<file path="src/rtl/datapath_regfile.sv">
// Register file, operand muxing and status register for the datapath.
// Feeds buses A/B to the function unit and writes back F or memory data.
module datapath_regfile #(
  parameter int WIDTH        = 16,
  parameter int ADDR_W       = 3,
  parameter int R0_HARDWIRED = 0
) (
  input  logic              CLK,
  input  logic              RESET,
  input  logic              RW,
  input  logic [ADDR_W-1:0] DA,
  input  logic [ADDR_W-1:0] AA,
  input  logic [ADDR_W-1:0] BA,
  input  logic              MB,
  input  logic [WIDTH-1:0]  CONST_IN,
  input  logic              MD,
  input  logic [WIDTH-1:0]  F_DATA,
  input  logic [WIDTH-1:0]  DATA_IN,
  input  logic              SL,
  input  logic              V_IN,
  input  logic              C_IN,
  input  logic              N_IN,
  input  logic              Z_IN,
  output logic [WIDTH-1:0]  BUS_A,
  output logic [WIDTH-1:0]  BUS_B,
  output logic [WIDTH-1:0]  DATA_OUT,
  output logic [3:0]        STATUS
);

  localparam int NREG = 2 ** ADDR_W;
  localparam bit HW0  = (R0_HARDWIRED != 0);

  logic [WIDTH-1:0] regs [NREG];
  logic [WIDTH-1:0] wdata;
  logic             wr_en;
  logic [WIDTH-1:0] rd_a;
  logic [WIDTH-1:0] rd_b;

  // Write-back source select and write qualification (R0 may be read-only).
  always_comb begin
    wdata = MD ? DATA_IN : F_DATA;
    wr_en = RW && !(HW0 && (DA == '0));
  end

  // Register array: async clear, one write per rising edge.
  always_ff @(posedge CLK or negedge RESET) begin
    if (!RESET) begin
      for (int i = 0; i < NREG; i++) begin
        regs[i] <= '0;
      end
    end else if (wr_en) begin
      regs[DA] <= wdata;
    end
  end

  // Combinational reads, no bypass; hardwired R0 reads zero.
  always_comb begin
    rd_a = regs[AA];
    rd_b = regs[BA];
    if (HW0 && (AA == '0)) rd_a = '0;
    if (HW0 && (BA == '0)) rd_b = '0;
  end

  // Operand buses and memory write data.
  always_comb begin
    BUS_A    = rd_a;
    DATA_OUT = rd_b;
    BUS_B    = MB ? CONST_IN : rd_b;
  end

  // Status register {V,C,N,Z}, loaded independently of register writes.
  always_ff @(posedge CLK or negedge RESET) begin
    if (!RESET) begin
      STATUS <= 4'b0000;
    end else if (SL) begin
      STATUS <= {V_IN, C_IN, N_IN, Z_IN};
    end
  end

endmodule

</file>
<file path="config.mk">
export PLATFORM = sky130hd
export DESIGN_NAME = datapath_regfile
export DESIGN_NICKNAME = d
export VERILOG_FILES = /design/src/rtl/datapath_regfile.sv
export SDC_FILE = /design/constraint.sdc
export NUM_CORES = 1
export LEC_CHECK = 0
export ABC_CLOCK_PERIOD_IN_PS = 1850
export BUFFER_PORTS_ARGS = -buffer_cell sky130_fd_sc_hd__buf_2
export CAP_MARGIN = 20
export CORE_ASPECT_RATIO = 0.6
export CORE_UTILIZATION = 45
export DETAILED_ROUTE_END_ITERATION = 8
export PLACE_DENSITY = 0.62
export SYNTH_ARGS = -nofsm -noshare
export SYNTH_HDL_FRONTEND = slang
export SYNTH_SLANG_ARGS = --single-unit
</file>
<file path="constraint.sdc">
create_clock -name CLK -period 1.85 [get_ports CLK]
set_clock_uncertainty 0.05 [all_clocks]
set_input_delay 0.185 -clock CLK [delete_from_list [all_inputs] [get_ports CLK]]
set_output_delay 0.185 -clock CLK [all_outputs]
set_load 0.01 [all_outputs]
</file>
== Yosys cells after proc, flatten, opt, wreduce, memory -nomap -nowiden ==
Cells that the tools add are included.
Widths: inputs -> output; s select.

* Register bits: 132
* Input port bits: 67
* Output and inout bits: 52

* Magnitude comparators: 4
* Bitwise gates (word level): 3
* Reduce and logical (&&, ||, !) cells: 1
* Muxes and demuxes: 11

{| class="wikitable"
|+ Operator list
! kind !! count
|-
| $bwmux 128 || 1
|-
| $mux 16 || 7
|-
| $bmux 16 s3 || 2
|-
| $demux 16 s3 || 1
|-
| $ge 4x4->1 const B || 3
|-
| $not 3->4 || 3
|-
| $lt 4x1->1 const B || 1
|-
| $logic_and 1x1->1 || 1
|}

== Longest topological paths before layout ==
* Word-level depth: 6
* Gate-level depth with buffers: 5

== Worst setup path before layout ==
Ideal clock, no wire load.

* Path kind: input -> output
* Start point: input port AA[0]
* End point: output port BUS_A[2]
* Data required time: 1.615 ns
* Arrival time: 1.257 ns
* Stages: 4
* Buffers on the path: 2
* Path slack: 0.358 ns
* Path through: buf_6 -> buf_6 -> mux4_1 -> mux2_2

* Cells in the longest elaborated chain, start to end: 4

{| class="wikitable"
|+ RTL lines
! what !! line !! text
|-
| start, declared || 12 || <nowiki>input logic [ADDR_W-1:0] AA,</nowiki>
|-
| $not 3->4 (implied by the code) || 58 || <nowiki>rd_a = regs[AA];</nowiki>
|-
| $bmux 16 s3 || 58 ||
|-
| $mux 16 (implied by the code) (2 in a row) || 58 ||
|-
| end, declared || 24 || <nowiki>output logic [WIDTH-1:0] BUS_A,</nowiki>
|}

No other way between the ends. The select of a mux whose other input is x is not followed.

== Worst setup path in the final report ==
* Start point: register regs[72] (netlist name)
* End point: output port BUS_A[8]

* Cells in the longest elaborated chain, start to end: 3

{| class="wikitable"
|+ RTL lines
! what !! line !! text
|-
| start, declared || 33 || <nowiki>logic [WIDTH-1:0] regs [NREG];</nowiki>
|-
| start signal, assigned by index || 52 || <nowiki>regs[DA] <= wdata;</nowiki>
|-
| $bmux 16 s3 || 58 ||
|-
| $mux 16 (implied by the code) (2 in a row) || 58 ||
|}

No other way between the ends. The select of a mux whose other input is x is not followed.

==> impl_results.html <==
<table>
<tr><th>Metric</th><th>Value</th></tr>
<tr><th colspan="2">Power</th></tr>
<tr><td>Combinational Power Share</td><td>29.2%</td></tr>
<tr><td>Clock share of power</td><td>about a third</td></tr>
<tr><td>Net load switching power</td><td>about 3.3 mW</td></tr>
<tr><td>Power density normalized to cell area</td><td>1130 nW/um2</td></tr>
<tr><td>Worst voltage drop across the vdd grid</td><td>around 0.74 mV</td></tr>
<tr><td>Seq pwr share</td><td>approximately 37%</td></tr>
<tr><td>Static Leakage</td><td>4.35 nW</td></tr>
<tr><td>Internal power contribution</td><td>~7.4 mW</td></tr>
<tr><td>Switching power share of the total</td><td>30.5%</td></tr>
<tr><th colspan="2">Critical path</th></tr>
<tr><td>R2r startpoint</td><td>regs[108]</td></tr>
<tr><td>Critical Path Sink Type</td><td>output pin</td></tr>
<tr><td>Worst endpoint required time</td><td>roughly 1.6 ns</td></tr>
<tr><td>Reg2reg end</td><td>regs[108]</td></tr>
<tr><td>Slack of the worst reg-to-reg path</td><td>0.96 ns</td></tr>
<tr><td>Class of the most critical setup path</td><td>reg -&gt; out</td></tr>
<tr><td>Type of element launching the critical path</td><td>register</td></tr>
<tr><td>Largest fanout on the critical path</td><td>3</td></tr>
<tr><td>Register-to-Register Path Depth</td><td>3</td></tr>
<tr><td>Crit path arrival time</td><td>1.74 ns</td></tr>
<tr><th colspan="2">Clock tree</th></tr>
<tr><td>Reg clk slew, reported paths</td><td>0.06 ns</td></tr>
<tr><td>Clock latency on the worst-skew pair</td><td>just over 0.4 ns</td></tr>
<tr><td>Total clock buffers created by CTS</td><td>17</td></tr>
<tr><td>Number of clock sinks</td><td>around 130</td></tr>
<tr><td>Clock H-tree levels</td><td>4</td></tr>
<tr><td>Maximum buffer depth of the clock tree</td><td>2</td></tr>
<tr><td>CTS Root Cell</td><td>sky130_fd_sc_hd__clkbuf_16</td></tr>
<tr><td>Clock tree from TritonCTS</td><td>done</td></tr>
<tr><th colspan="2">Status</th></tr>
<tr><td>Status</td><td>finished, violations left</td></tr>
<tr><td>Violated checks</td><td>negative setup slack</td></tr>
<tr><th colspan="2">Timing</th></tr>
<tr><td>Least setup slack across all paths after layout</td><td>-0.126 ns</td></tr>
<tr><td>Unrepaired setup endpoints after global routing</td><td>yes</td></tr>
<tr><td>Final Hold Viols</td><td>0</td></tr>
<tr><td>Shortest clock period the worst path allows after layout</td><td>approximately 2.0 ns</td></tr>
<tr><td>Worst slew margin</td><td>a little under three fifths</td></tr>
<tr><td>Setup Viol. Count Final</td><td>21</td></tr>
<tr><td>Transition time at the pin with the least slew margin</td><td>0.652 ns</td></tr>
<tr><td>Final cycle utilization of the critical path</td><td>107%</td></tr>
<tr><td>Upper clock frequency limit</td><td>slightly above 0.5 GHz</td></tr>
<tr><td>Final Slew Violations</td><td>0</td></tr>
<tr><th colspan="2">Place</th></tr>
<tr><td>HPWL after DPL</td><td>about 14 mm</td></tr>
<tr><td>Pre-CTS WS</td><td>0.0117 ns</td></tr>
<tr><td>Count of input and output buffers</td><td>roughly 120</td></tr>
<tr><td>Cell area after placement</td><td>between 8000 and 9000 um2</td></tr>
<tr><td>Routability Congestion</td><td>a little over 0.8</td></tr>
<tr><th colspan="2">Synth</th></tr>
<tr><td>Flop and latch count out of synthesis</td><td>about 130</td></tr>
<tr><td>Post-synth EDFFs</td><td>0</td></tr>
<tr><td>Yosys cell types</td><td>25</td></tr>
<tr><td>Mean instance size in the synthesized netlist</td><td>approximately 11 um2</td></tr>
<tr><td>Net count after synthesis</td><td>733</td></tr>
<tr><td>Async set or reset register ratio after synthesis</td><td>100%</td></tr>
<tr><td>Most frequent cell after synthesis</td><td>sky130_fd_sc_hd__dfrtp_1</td></tr>
<tr><td>Cell type with the highest aggregate area in the netlist</td><td>sky130_fd_sc_hd__dfrtp_1</td></tr>
<tr><td>Syn Inst Count</td><td>666</td></tr>
<tr><td>Most frequently used flop master after synthesis</td><td>sky130_fd_sc_hd__dfrtp_1</td></tr>
<tr><td>Top post-synthesis cells by area</td><td>sky130_fd_sc_hd__dfrtp_1 46%, sky130_fd_sc_hd__mux4_1 10%, sky130_fd_sc_hd__mux2_2 8.2%</td></tr>
<tr><td>Proportion of synthesized chip area in sequential cells</td><td>46.0%</td></tr>
<tr><td>Synth cell count leaders</td><td>132 x sky130_fd_sc_hd__dfrtp_1, 81 x sky130_fd_sc_hd__nand2_1, 81 x sky130_fd_sc_hd__nor2_1</td></tr>
<tr><td>Synth top area share</td><td>between 40% and 50%</td></tr>
<tr><td>Number of warnings reported in the yosys synthesis log</td><td>0</td></tr>
<tr><td>Cell Area, Synth</td><td>about 7200 um2</td></tr>
<tr><th colspan="2">Detailed routing</th></tr>
<tr><td>Vias after detailed routing</td><td>~6000</td></tr>
<tr><td>Wire length after detailed routing</td><td>between 20 and 25 mm</td></tr>
<tr><td>Drt wl/cell</td><td>21.6 um</td></tr>
<tr><td>Detail Route Antenna Nets</td><td>0</td></tr>
<tr><td># DRC</td><td>0</td></tr>
<tr><td>Number of iterations in the first detailed-routing pass</td><td>7</td></tr>
<tr><td>Number of DRC markers after the initial detailed-route iteration</td><td>approximately 670</td></tr>
<tr><td>Via density</td><td>approximately 5.9</td></tr>
<tr><th colspan="2">Floorplan</th></tr>
<tr><td>Top-level port count</td><td>119</td></tr>
<tr><td>Die Area</td><td>roughly 16000 um2</td></tr>
<tr><td>Starting density of the core</td><td>between 40% and 50%</td></tr>
<tr><td>Chip Width</td><td>between 150 and 200 um</td></tr>
<tr><td>Count of standard-cell rows</td><td>35</td></tr>
<tr><td>Standard cell core area</td><td>~15000 um2</td></tr>
<tr><td>DIE HEIGHT</td><td>99.8 um</td></tr>
<tr><th colspan="2">GRT</th></tr>
<tr><td>First-pass GRT wire length</td><td>about 35 mm</td></tr>
<tr><td>Global-route congestion overflow total</td><td>0</td></tr>
<tr><td>Largest net degree at the start of global routing</td><td>39</td></tr>
<tr><td>Initial antenna violation count</td><td>0</td></tr>
<tr><td>Total track usage</td><td>28.6%</td></tr>
<tr><td>Via count of the first global-routing pass</td><td>between 6000 and 7000</td></tr>
<tr><th colspan="2">Min path</th></tr>
<tr><td>Worst Min Path Start</td><td>SL</td></tr>
<tr><td>Path type of the worst min-delay path</td><td>in -&gt; reg</td></tr>
<tr><td>Hold depth</td><td>2</td></tr>
<tr><td>Worst Hold Endpoint</td><td>STATUS[1]</td></tr>
<tr><th colspan="2">Final layout</th></tr>
<tr><td>FILL cells</td><td>~1200</td></tr>
<tr><td>Count of inserted antenna diode cells</td><td>0</td></tr>
<tr><td>Fraction of layout cells with a size suffix above 1</td><td>around 41%</td></tr>
<tr><td>Design Area, Final</td><td>9480 um2</td></tr>
<tr><td>Signed area change from the synthesized netlist to the final layout</td><td>32.1%</td></tr>
<tr><td>Final #Nets</td><td>roughly 900</td></tr>
<tr><th colspan="2">Flow run</th></tr>
<tr><td>Count of max-cap constraint violations</td><td>0</td></tr>
</table>
sequential cells by signal, summed over array words and instances (netlist names):
name,count
STATUS,4
regs,128
per-stage QoR:
step	instances	power [mW]	hold slack, ns	setup TNS (ns)	util, %
after floorplan	666	5.39	-0.161	0	-
after global placement	971	6.23	0.118	0	53.1
after detailed placement	971	6.36	0.131	0	53.1
after CTS	1046	10.5	0.0408	-1.56	60.1
after global routing	1053	11.2	0.0517	-2.67	61.3
final	1053	10.7	0.0486	-1.57	61.3
routing by layer:
| metal | global-route usage [%] | up-vias | wire [um] |
|---|---|---|---|
| met4 | 8.47 | 0 | 280 |
| met1 | 43.8 | 3151 | 10800 |
| met3 | 4.96 | 27 | 1420 |
| li1 | - | 2765 | - |
| met5 | 0 | - | 0 |
| met2 | 41.3 | 227 | 10300 |
layout make-up:
cell class | count | area (um2) | share of cell area, %
clock buffers | 17 | 425 | 4.49
clock inverters | 15 | 203 | 2.14
multi-input cells | 480 | 3770 | 39.7
flip-flops and latches | 132 | 3300 | 34.8
well taps | 203 | 254 | 2.68
repair buffers | 206 | 1530 | 16.1
how the worst max path moves through the flow:
stage | slack, ns | depth (start not counted) | from | to
after floorplan | 0.36 | 4 | AA[0] | BUS_A[2]
after global placement | 0.06 | 6 | BA[0] | BUS_B[11]
after detailed placement | 0.01 | 6 | BA[0] | BUS_B[11]
after CTS | -0.12 | 3 | regs[72] | BUS_A[8]
after global routing | -0.17 | 3 | regs[72] | BUS_A[8]
final | -0.13 | 3 | regs[72] | BUS_A[8]
what timing repair did:
item / in CTS / in global routing
setup buffers: 38 / 7
endpoints found under the hold margin: 33 / 0
hold buffers: 5 / 0
resized for setup: 72 / 31
endpoints found under the setup margin: 28 / 37
pin swaps: 5 / 10
power by group through the flow:
stage / Combinational, mW / Clock, mW / Sequential [mW]
finish: 3.12 / 3.61 / 3.97
CTS: 2.94 / 3.63 / 3.93
detailed placement: 2.38 / 0 / 3.98
floorplan: 1.57 / 0 / 3.82
global placement: 2.29 / 0 / 3.94
global route: 3.36 / 3.81 / 4.02
placed cells by master (no fill, tap or decap), drive strengths merged, types with 16 or more instances in the layout:
master,netlist,layout
buf,28,201
nor2,81,81
mux2i,48,48
clkbuf,26,17
o31ai,16,16
a21oi,64,64
a22o,16,16
mux2,52,52
nand2,81,81
dfrtp,132,132
o22ai,16,16
o21ai,64,64
mux4,32,32
kinds of logic after synthesis:
| kind of cell | share of synthesized area, % |
|---|---|
| buffers and inverters | 3.91 |
| AOI/OAI and AO/OA | 13.9 |
| DFF | 46.0 |
| and+or+nand+nor | 9.76 |
| muxes | 26.4 |
worst max-delay path, stage by stage, from the launching register on:
cell                      delay (ns)
sky130_fd_sc_hd__dfrtp_1        0.41
sky130_fd_sc_hd__mux4_2         0.49
sky130_fd_sc_hd__mux2_4         0.30
sky130_fd_sc_hd__buf_6          0.13
Power figures use the tool's default switching activity.
